## config.mk

```make
export PLATFORM = sky130hd
export DESIGN_NAME = wb_stage_reg_flat
export DESIGN_NICKNAME = d
export VERILOG_FILES = /design/src/rtl/wb_pkg.sv /design/src/rtl/wb_stage_reg_if.sv /design/src/rtl/wb_entry_slot.sv /design/src/rtl/wb_stage_reg.sv /design/src/flat_wrapper.sv
export SDC_FILE = /design/constraint.sdc
export NUM_CORES = 1
export LEC_CHECK = 0
export BUFFER_PORTS_ARGS = -buffer_cell sky130_fd_sc_hd__buf_2
export CAP_MARGIN = 20
export CORE_MARGIN = 10
export CORE_UTILIZATION = 39
export CTS_BUF_LIST = sky130_fd_sc_hd__clkbuf_8 sky130_fd_sc_hd__clkbuf_16
export DETAILED_ROUTE_END_ITERATION = 16
export HOLD_SLACK_MARGIN = 0.12
export PLACE_DENSITY = 0.85
export SLEW_MARGIN = 0
export SYNTH_ARGS = -nofsm -noshare
export SYNTH_HDL_FRONTEND = slang
export SYNTH_SLANG_ARGS = --single-unit
```

## constraint.sdc

```tcl
create_clock -name clk -period 1.1 [get_ports clk]
set_clock_uncertainty 0.05 [all_clocks]
set_input_delay 0.11 -clock clk [delete_from_list [all_inputs] [get_ports clk]]
set_output_delay 0.11 -clock clk [all_outputs]
set_load 0.01 [all_outputs]
```

## src/rtl/wb_pkg.sv

```systemverilog
// Shared widths and the stored writeback entry layout for the WB stage register.
package wb_pkg;

    localparam int unsigned WB_DATA_W_DEF  = 16;
    localparam int unsigned WB_RADDR_W_DEF = 3;

    typedef struct packed {
        logic                      reg_write;
        logic [WB_RADDR_W_DEF-1:0] rd_addr;
        logic [WB_DATA_W_DEF-1:0]  wdata;
    } wb_entry_t;

endpackage

```

## src/rtl/wb_stage_reg_if.sv

```systemverilog
// MEM->WB handshake, writeback, forwarding and occupancy signals of the WB stage register.
interface wb_stage_reg_if #(
    parameter int unsigned DATA_W  = 16,
    parameter int unsigned RADDR_W = 3
);

    logic               m_valid;
    logic               m_ready;
    logic               m_mem_to_reg;
    logic               m_reg_write;
    logic [RADDR_W-1:0] m_rd_addr;
    logic [DATA_W-1:0]  m_mem_rdata;
    logic [DATA_W-1:0]  m_alu_result;

    logic               w_valid;
    logic               w_ready;
    logic               w_reg_write;
    logic [RADDR_W-1:0] w_rd_addr;
    logic [DATA_W-1:0]  w_wdata;

    logic               fwd_valid;
    logic [RADDR_W-1:0] fwd_addr;
    logic [DATA_W-1:0]  fwd_data;
    logic [1:0]         occ;

    // Environment side: MEM producer, register-file consumer, forwarding observer.
    modport master (
        output m_valid, m_mem_to_reg, m_reg_write, m_rd_addr, m_mem_rdata, m_alu_result, w_ready,
        input  m_ready, w_valid, w_reg_write, w_rd_addr, w_wdata, fwd_valid, fwd_addr, fwd_data, occ
    );

    // Stage side.
    modport slave (
        input  m_valid, m_mem_to_reg, m_reg_write, m_rd_addr, m_mem_rdata, m_alu_result, w_ready,
        output m_ready, w_valid, w_reg_write, w_rd_addr, w_wdata, fwd_valid, fwd_addr, fwd_data, occ
    );

endinterface

```

## src/rtl/wb_entry_slot.sv

```systemverilog
// One enable-loaded writeback entry register with a valid flag; clear drops valid but keeps payload.
module wb_entry_slot #(
    parameter int unsigned W = 20
) (
    input  logic         clk,
    input  logic         reset,
    input  logic         clear,
    input  logic         load,
    input  logic         drop,
    input  logic [W-1:0] d,
    output logic         valid,
    output logic [W-1:0] q
);

    always_ff @(posedge clk) begin
        if (reset) begin
            valid <= 1'b0;
            q     <= '0;
        end else if (clear) begin
            valid <= 1'b0;
        end else if (load) begin
            valid <= 1'b1;
            q     <= d;
        end else if (drop) begin
            valid <= 1'b0;
        end
    end

endmodule

```

## src/rtl/wb_stage_reg.sv

```systemverilog
// MEM/WB pipeline register with writeback-data select, r0 write suppression and forwarding tap.
// Define WB_STAGE_SKID_EN for a two-entry skid buffer with registered m_ready.
module wb_stage_reg
    import wb_pkg::*;
#(
    parameter int unsigned DATA_W  = WB_DATA_W_DEF,
    parameter int unsigned RADDR_W = WB_RADDR_W_DEF
) (
    input  logic           clk,
    input  logic           reset,
    input  logic           flush,
    wb_stage_reg_if.slave  bus
);

    localparam int unsigned ENTRY_W = 1 + RADDR_W + DATA_W;

    logic               accept;
    logic               retire;
    logic [ENTRY_W-1:0] inEntry;
    logic [ENTRY_W-1:0] headD;
    logic [ENTRY_W-1:0] headQ;
    logic               headValid;
    logic               headLoad;
    logic               headDrop;
    logic               storedWrite;

    assign inEntry = {bus.m_reg_write, bus.m_rd_addr,
                      bus.m_mem_to_reg ? bus.m_mem_rdata : bus.m_alu_result};
    assign accept  = bus.m_valid && bus.m_ready;
    assign retire  = headValid && bus.w_ready;

`ifdef WB_STAGE_SKID_EN
    logic               skidValid;
    logic               skidLoad;
    logic [ENTRY_W-1:0] skidQ;

    // Skid is only ever occupied behind a valid head, so !skidValid is exactly occ<2.
    assign bus.m_ready = !skidValid;
    assign bus.occ     = skidValid ? 2'd2 : {1'b0, headValid};

    always_comb begin
        headD    = inEntry;
        headLoad = 1'b0;
        skidLoad = 1'b0;
        headDrop = retire;
        if (skidValid) begin
            headD    = skidQ;
            headLoad = retire;
        end else begin
            headLoad = accept && (!headValid || retire);
            skidLoad = accept && headValid && !retire;
        end
    end

    wb_entry_slot #(.W(ENTRY_W)) skidSlot (
        .clk   (clk),
        .reset (reset),
        .clear (flush),
        .load  (skidLoad),
        .drop  (retire),
        .d     (inEntry),
        .valid (skidValid),
        .q     (skidQ)
    );
`else
    assign bus.m_ready = !headValid || bus.w_ready;
    assign bus.occ     = {1'b0, headValid};

    always_comb begin
        headD    = inEntry;
        headLoad = accept;
        headDrop = retire;
    end
`endif

    wb_entry_slot #(.W(ENTRY_W)) headSlot (
        .clk   (clk),
        .reset (reset),
        .clear (flush),
        .load  (headLoad),
        .drop  (headDrop),
        .d     (headD),
        .valid (headValid),
        .q     (headQ)
    );

    assign {storedWrite, bus.w_rd_addr, bus.w_wdata} = headQ;
    assign bus.w_valid     = headValid;
    assign bus.w_reg_write = headValid && storedWrite && (bus.w_rd_addr != '0);
    assign bus.fwd_valid   = bus.w_reg_write;
    assign bus.fwd_addr    = bus.w_rd_addr;
    assign bus.fwd_data    = bus.w_wdata;

endmodule

```

## src/flat_wrapper.sv

```systemverilog
// flat-port wrapper written by rule: the top's interface ports become plain ports
module wb_stage_reg_flat import wb_pkg::*;
#(
    parameter int unsigned DATA_W  = WB_DATA_W_DEF,
    parameter int unsigned RADDR_W = WB_RADDR_W_DEF
)
  (clk, reset, flush, bus_m_valid, bus_m_mem_to_reg, bus_m_reg_write, bus_m_rd_addr, bus_m_mem_rdata, bus_m_alu_result, bus_w_ready, bus_m_ready, bus_w_valid, bus_w_reg_write, bus_w_rd_addr, bus_w_wdata, bus_fwd_valid, bus_fwd_addr, bus_fwd_data, bus_occ);
  wb_stage_reg_if #(.DATA_W(DATA_W), .RADDR_W(RADDR_W)) bus_i ();
  input  logic clk;
  input  logic reset;
  input  logic flush;
  input wire logic [$bits(bus_i.m_valid)-1:0] bus_m_valid;
  input wire logic [$bits(bus_i.m_mem_to_reg)-1:0] bus_m_mem_to_reg;
  input wire logic [$bits(bus_i.m_reg_write)-1:0] bus_m_reg_write;
  input wire logic [$bits(bus_i.m_rd_addr)-1:0] bus_m_rd_addr;
  input wire logic [$bits(bus_i.m_mem_rdata)-1:0] bus_m_mem_rdata;
  input wire logic [$bits(bus_i.m_alu_result)-1:0] bus_m_alu_result;
  input wire logic [$bits(bus_i.w_ready)-1:0] bus_w_ready;
  output wire logic [$bits(bus_i.m_ready)-1:0] bus_m_ready;
  output wire logic [$bits(bus_i.w_valid)-1:0] bus_w_valid;
  output wire logic [$bits(bus_i.w_reg_write)-1:0] bus_w_reg_write;
  output wire logic [$bits(bus_i.w_rd_addr)-1:0] bus_w_rd_addr;
  output wire logic [$bits(bus_i.w_wdata)-1:0] bus_w_wdata;
  output wire logic [$bits(bus_i.fwd_valid)-1:0] bus_fwd_valid;
  output wire logic [$bits(bus_i.fwd_addr)-1:0] bus_fwd_addr;
  output wire logic [$bits(bus_i.fwd_data)-1:0] bus_fwd_data;
  output wire logic [$bits(bus_i.occ)-1:0] bus_occ;
  assign bus_i.m_valid = bus_m_valid;
  assign bus_i.m_mem_to_reg = bus_m_mem_to_reg;
  assign bus_i.m_reg_write = bus_m_reg_write;
  assign bus_i.m_rd_addr = bus_m_rd_addr;
  assign bus_i.m_mem_rdata = bus_m_mem_rdata;
  assign bus_i.m_alu_result = bus_m_alu_result;
  assign bus_i.w_ready = bus_w_ready;
  assign bus_m_ready = bus_i.m_ready;
  assign bus_w_valid = bus_i.w_valid;
  assign bus_w_reg_write = bus_i.w_reg_write;
  assign bus_w_rd_addr = bus_i.w_rd_addr;
  assign bus_w_wdata = bus_i.w_wdata;
  assign bus_fwd_valid = bus_i.fwd_valid;
  assign bus_fwd_addr = bus_i.fwd_addr;
  assign bus_fwd_data = bus_i.fwd_data;
  assign bus_occ = bus_i.occ;
  wb_stage_reg #(.DATA_W(DATA_W), .RADDR_W(RADDR_W)) u_core (.clk(clk), .reset(reset), .flush(flush), .bus(bus_i));
endmodule
```

* Word-level counts from Yosys, hierarchy flattened
Cells that the tools add are included. Widths: inputs -> output; s select.
Word-level totals: flip-flop bits (word level) 21, input bits 42, output and inout bits 44, word-level logic and storage cells 16
Operators by class: mux-type cells 3, bitwise gates (word level) 1, reduce and logical (&&, ||, !) cells 10
Operators by type and width (number):
- $mux 16 | 1
- $logic_and 1x1->1 | 4
- $reduce_bool 3->1 | 1
- $mux 1 | 2
- $reduce_and 2->1 | 1
- $reduce_bool 2->1 | 1
- $reduce_or 2->1 | 1
- $logic_not 1->1 | 1
- $logic_or 1x1->1 | 1
- $not 1->1 | 1

* Depth between registers and ports, before layout
depth after elaboration 4, gate-level depth with buffers 5, gate-level depth less buffers 4

* Modules after synthesis
Synthesis repeated with hierarchy kept, for this count alone.
Unflattened totals: cells, all modules 140, area total of the unflattened synthesis 1411.4 um^2
Modules (own cells, without submodules):
- wb_entry_slot | times used 1, cells each 95, area each 964.7 um^2, sequential area each 420.4 um^2
- wb_stage_reg | times used 1, cells each 45, area each 446.7 um^2, sequential area each 0.0 um^2

* Worst setup path before layout
Ideal clock, no wire load.
kind flip-flop to flip-flop, start register u_core.headSlot.valid, end register u_core.headSlot.q[0], library setup time 140 ps, data arrival time 1000 ps, required time 910 ps, setup slack -90 ps, stages on the path, launching flop included 5, buffers on the path 1, period minus slack after synthesis 1190 ps, cells stage by stage dfxtp_1 > and2b_4 > nor2_4 > buf_12 > a211oi_2
On the way: cells in the longest elaborated chain, start to end 4
Ends and longest elaborated chain:
- from (decl) | RTL line wb_entry_slot.sv:11 | output logic valid,
- from (signal assigned) | RTL line wb_entry_slot.sv:17 | valid <= 1'b0;
- from (signal assigned) | RTL line wb_entry_slot.sv:20 | valid <= 1'b0;
- from (signal assigned) | RTL line wb_entry_slot.sv:22 | valid <= 1'b1;
- $logic_not 1->1 | RTL line wb_stage_reg.sv:66 | assign bus.m_ready = !headValid || bus.w_ready;
- $logic_or 1x1->1 | RTL line wb_stage_reg.sv:66
- $logic_and 1x1->1 | RTL line wb_stage_reg.sv:29 | assign accept = bus.m_valid && bus.m_ready;
- $reduce_and 2->1 (no line)
- to (signal assigned) | RTL line wb_entry_slot.sv:18 | q <= '0;
- to (signal assigned) | RTL line wb_entry_slot.sv:23 | q <= d;
- to (decl) | RTL line wb_entry_slot.sv:12 | output logic [W-1:0] q
No other way between the ends. A chain may end at the register's enable or synchronous reset.

* Worst setup path after layout
start register u_core.headSlot.q[16], end output port bus_fwd_valid
On the way: cells in the longest elaborated chain, start to end 2
Ends and longest elaborated chain:
- $reduce_bool 3->1 | RTL line wb_stage_reg.sv:89 | assign bus.w_reg_write = headValid && storedWrite && (bus.w_rd_addr != '0);
- $logic_and 1x1->1 | RTL line wb_stage_reg.sv:89
- to (decl) | RTL line flat_wrapper.sv:24 | output wire logic [$bits(bus_i.fwd_valid)-1:0] bus_fwd_valid;
No other way between the ends.

==> impl_metrics.json <==
{
  "finalCritPeriodShare": 1.148,
  "core_um2": 3633,
  "drc_errors": 0,
  "total_power_w": 0.001949,
  "cp_max_fo": 2,
  "grt_pass1_vias": 1317,
  "grt_max_degree": 22,
  "design_area_um2": 2037,
  "wl_per_cell_um": 15.50,
  "grt_pass1_wl_um": 5913,
  "port_buffers": 84,
  "clk_pin_slew_worst_paths_ps": 80,
  "power_density_nw_per_um2": 957.0,
  "max_freq_mhz": 792.1,
  "vdd_drop_max_mv": 0.4000,
  "first_iter_violations": 21,
  "required_ps": 940,
  "synth_fp_nets": 182,
  "root_buffer": "clkbuf_8",
  "initial_utilization": 0.4022,
  "cts_buffers": 3,
  "grt.total_usage": 0.1110,
  "violations": "setup timing",
  "synth_cell_types": 21,
  "routabilityCongestion": 0.7147,
  "totalWireLength_um": 3906,
  "ys_seq_area_frac": 0.2877,
  "cts_tree": "yes",
  "synth-seq-cells": 21,
  "place_area_um2": 1654,
  "cp-end-kind": "primary output",
  "antenna_found_initial": 0,
  "via_per_inst": 4.698,
  "crit_type": "register to primary output",
  "status": "finished with violations",
  "setup_viol_count_final": 15,
  "cap_violations": 0,
  "slew_violations": 0,
  "overflow": 0,
  "clock-sinks": 21,
  "holdCritPathClass": "primary input to register",
  "postRouteAntennaNets": 0,
  "setup_slack_ps": -162.5,
  "layout.nets": 247,
  "clock_latency_ps": 250,
  "synthToLayoutAreaGrowth_pct": 39.38,
  "fp.dieArea_um2": 6596,
  "rows": 22,
  "synth_cells": 140,
  "p_leak_nw": 0.9659,
  "worstPathArrival_ps": 1100,
  "min_period_ps": 1262,
  "place.detailed.hpwl_um": 2921,
  "fillCellCount": 330,
  "seq_area_um2": 425.4,
  "multi_input_area_um2": 740.7,
  "htree_levels": 1,
  "die_y_um": 81.22,
  "hold_viol": 0,
  "die_x_um": 81.22,
  "rsz0062_at_grt": "yes",
  "io-pin-count": 86,
  "synth_area_um2": 1461,
  "startpoint_type": "register",
  "synth_area_per_cell_um2": 10.44,
  "dr.pass1.iters": 4,
  "drive_gt1_frac": 0.7549,
  "clockBufferDepth": 2,
  "antenna_cells": 0,
  "yosysWarnings": 0,
  "num_vias": 1184
}
==> final cells by class <==
type,count,share of cell area
multi-input cells,68,0.3636
repair buffers,108,0.3544
flip-flops and latches,21,0.2088
well taps,48,0.02948
clock buffers,3,0.02027
repair inverters,2,0.01351
inverters,1,0.007985
clock inverters,1,0.001843
==> path summary, 6_finish.rpt <==
| path | depth (start not counted) | slack, ps | start | end |
|---|---|---|---|---|
| setup / recovery | 2 | -160 | u_core.headSlot.q[16]$_SDFFE_PP0P_ | bus_fwd_valid |
| setup reg to reg | 5 | -60 | u_core.headSlot.valid$_SDFFE_PP0P_ | u_core.headSlot.q[11]$_SDFFE_PP0P_ |
| hold / removal | 3 | 170 | bus_m_alu_result[6] | u_core.headSlot.q[6]$_SDFFE_PP0P_ |
| hold reg to reg | 2 | 470 | u_core.headSlot.q[18]$_SDFFE_PP0P_ | u_core.headSlot.q[18]$_SDFFE_PP0P_ |
==> Yosys cell counts <==
master	instances	area [um2]
nand2b_1	1	6.260
nor3_1	1	5.000
nor2_1	1	3.750
buf_8	3	45.04
mux2i_1	16	160.2
buf_4	43	322.8
dlygate4sd1_1	1	8.760
and2b_2	1	8.760
buf_12	1	20.02
and2b_4	1	10.01
o21ai_0	4	20.02
buf_6	2	22.52
dfxtp_1	21	420.4
o311a_1	1	10.01
a21oi_1	5	25.02
nor2_4	1	11.26
a21oi_2	15	131.4
a211oi_2	16	200.2
conb_1	1	3.750
inv_4	1	6.260
nand3_1	4	20.02
==> metrics by stage <==
step	cells	hold slack, ps	setup WS, ps	utilization	TNS [ps]
after floorplan	140	124.6	-43.23	-	-401.9
after global placement	231	242.3	-45.95	0.4552	-135.0
after detailed placement	231	256.7	-69.03	0.4552	-483.9
after CTS	245	163.4	-129.5	0.5017	-398.1
after global routing	252	171.2	-196.8	0.5606	-1620
final	252	166.4	-162.5	0.5606	-605.1
==> critical path, cell delays in order (launching register included) <==
cell,delay (ps)
dfxtp_2,320
o311a_1,370
buf_2,160
==> cell usage in the layout (no fill, tap or decap), types with 3 or more instances in the layout <==
| cell type | instances |
|---|---|
| a211oi_2 | 16 |
| a21oi_2 | 7 |
| a21oi_4 | 12 |
| buf_12 | 5 |
| buf_2 | 83 |
| buf_4 | 6 |
| buf_6 | 5 |
| buf_8 | 3 |
| clkbuf_8 | 3 |
| dfxtp_1 | 17 |
| dfxtp_2 | 4 |
| dlygate4sd3_1 | 6 |
| mux2i_1 | 16 |
| nand3_2 | 4 |
| o21ai_1 | 4 |
==> per-layer routing <==
| layer | wire [um] | global-route usage | vias to the layer above |
|---|---|---|---|
| met3 | 395 | 0.03091 | 4 |
| met4 | 65 | 0.04152 | 0 |
| li1 | - | - | 582 |
| met2 | 2151 | 0.2309 | 50 |
| met5 | 0 | 0 | - |
| met1 | 1293 | 0.09608 | 548 |
==> logic make-up (layout without fill, tap and decap cells) <==
kind of cell / Yosys count / count (layout) / share of synthesized area
multiplexers: 16 / 16 / 0.1096
AO/OA/AOI/OAI: 41 / 41 / 0.2646
AND/OR/NAND/NOR: 10 / 10 / 0.04452
buffers and inverters: 51 / 115 / 0.2911
flip-flops: 21 / 21 / 0.2877
other: 1 / 1 / 0.002566
==> sequential cells by signal, summed over array words and instances (netlist names) <==
| register | count |
|---|---|
| u_core.headSlot.q | 20 |
| u_core.headSlot.valid | 1 |
==> power breakdown <==
part	switching (W)	internal (W)	leakage (nW)
registers	0.0000509	0.000811	0.175
logic	0.000289	0.000315	0.764
clock network	0.000235	0.000248	0.0269
==> what timing repair did <==
action	4_1_cts	5_1_grt
buffers inserted	2	7
endpoints found under the hold margin	5	0
endpoints found under the setup margin	22	24
hold buffers	6	0
gates cloned	2	0
pin swaps	6	14
gates resized for setup	11	34
No activity file was read; power rests on OpenSTA's default activity.
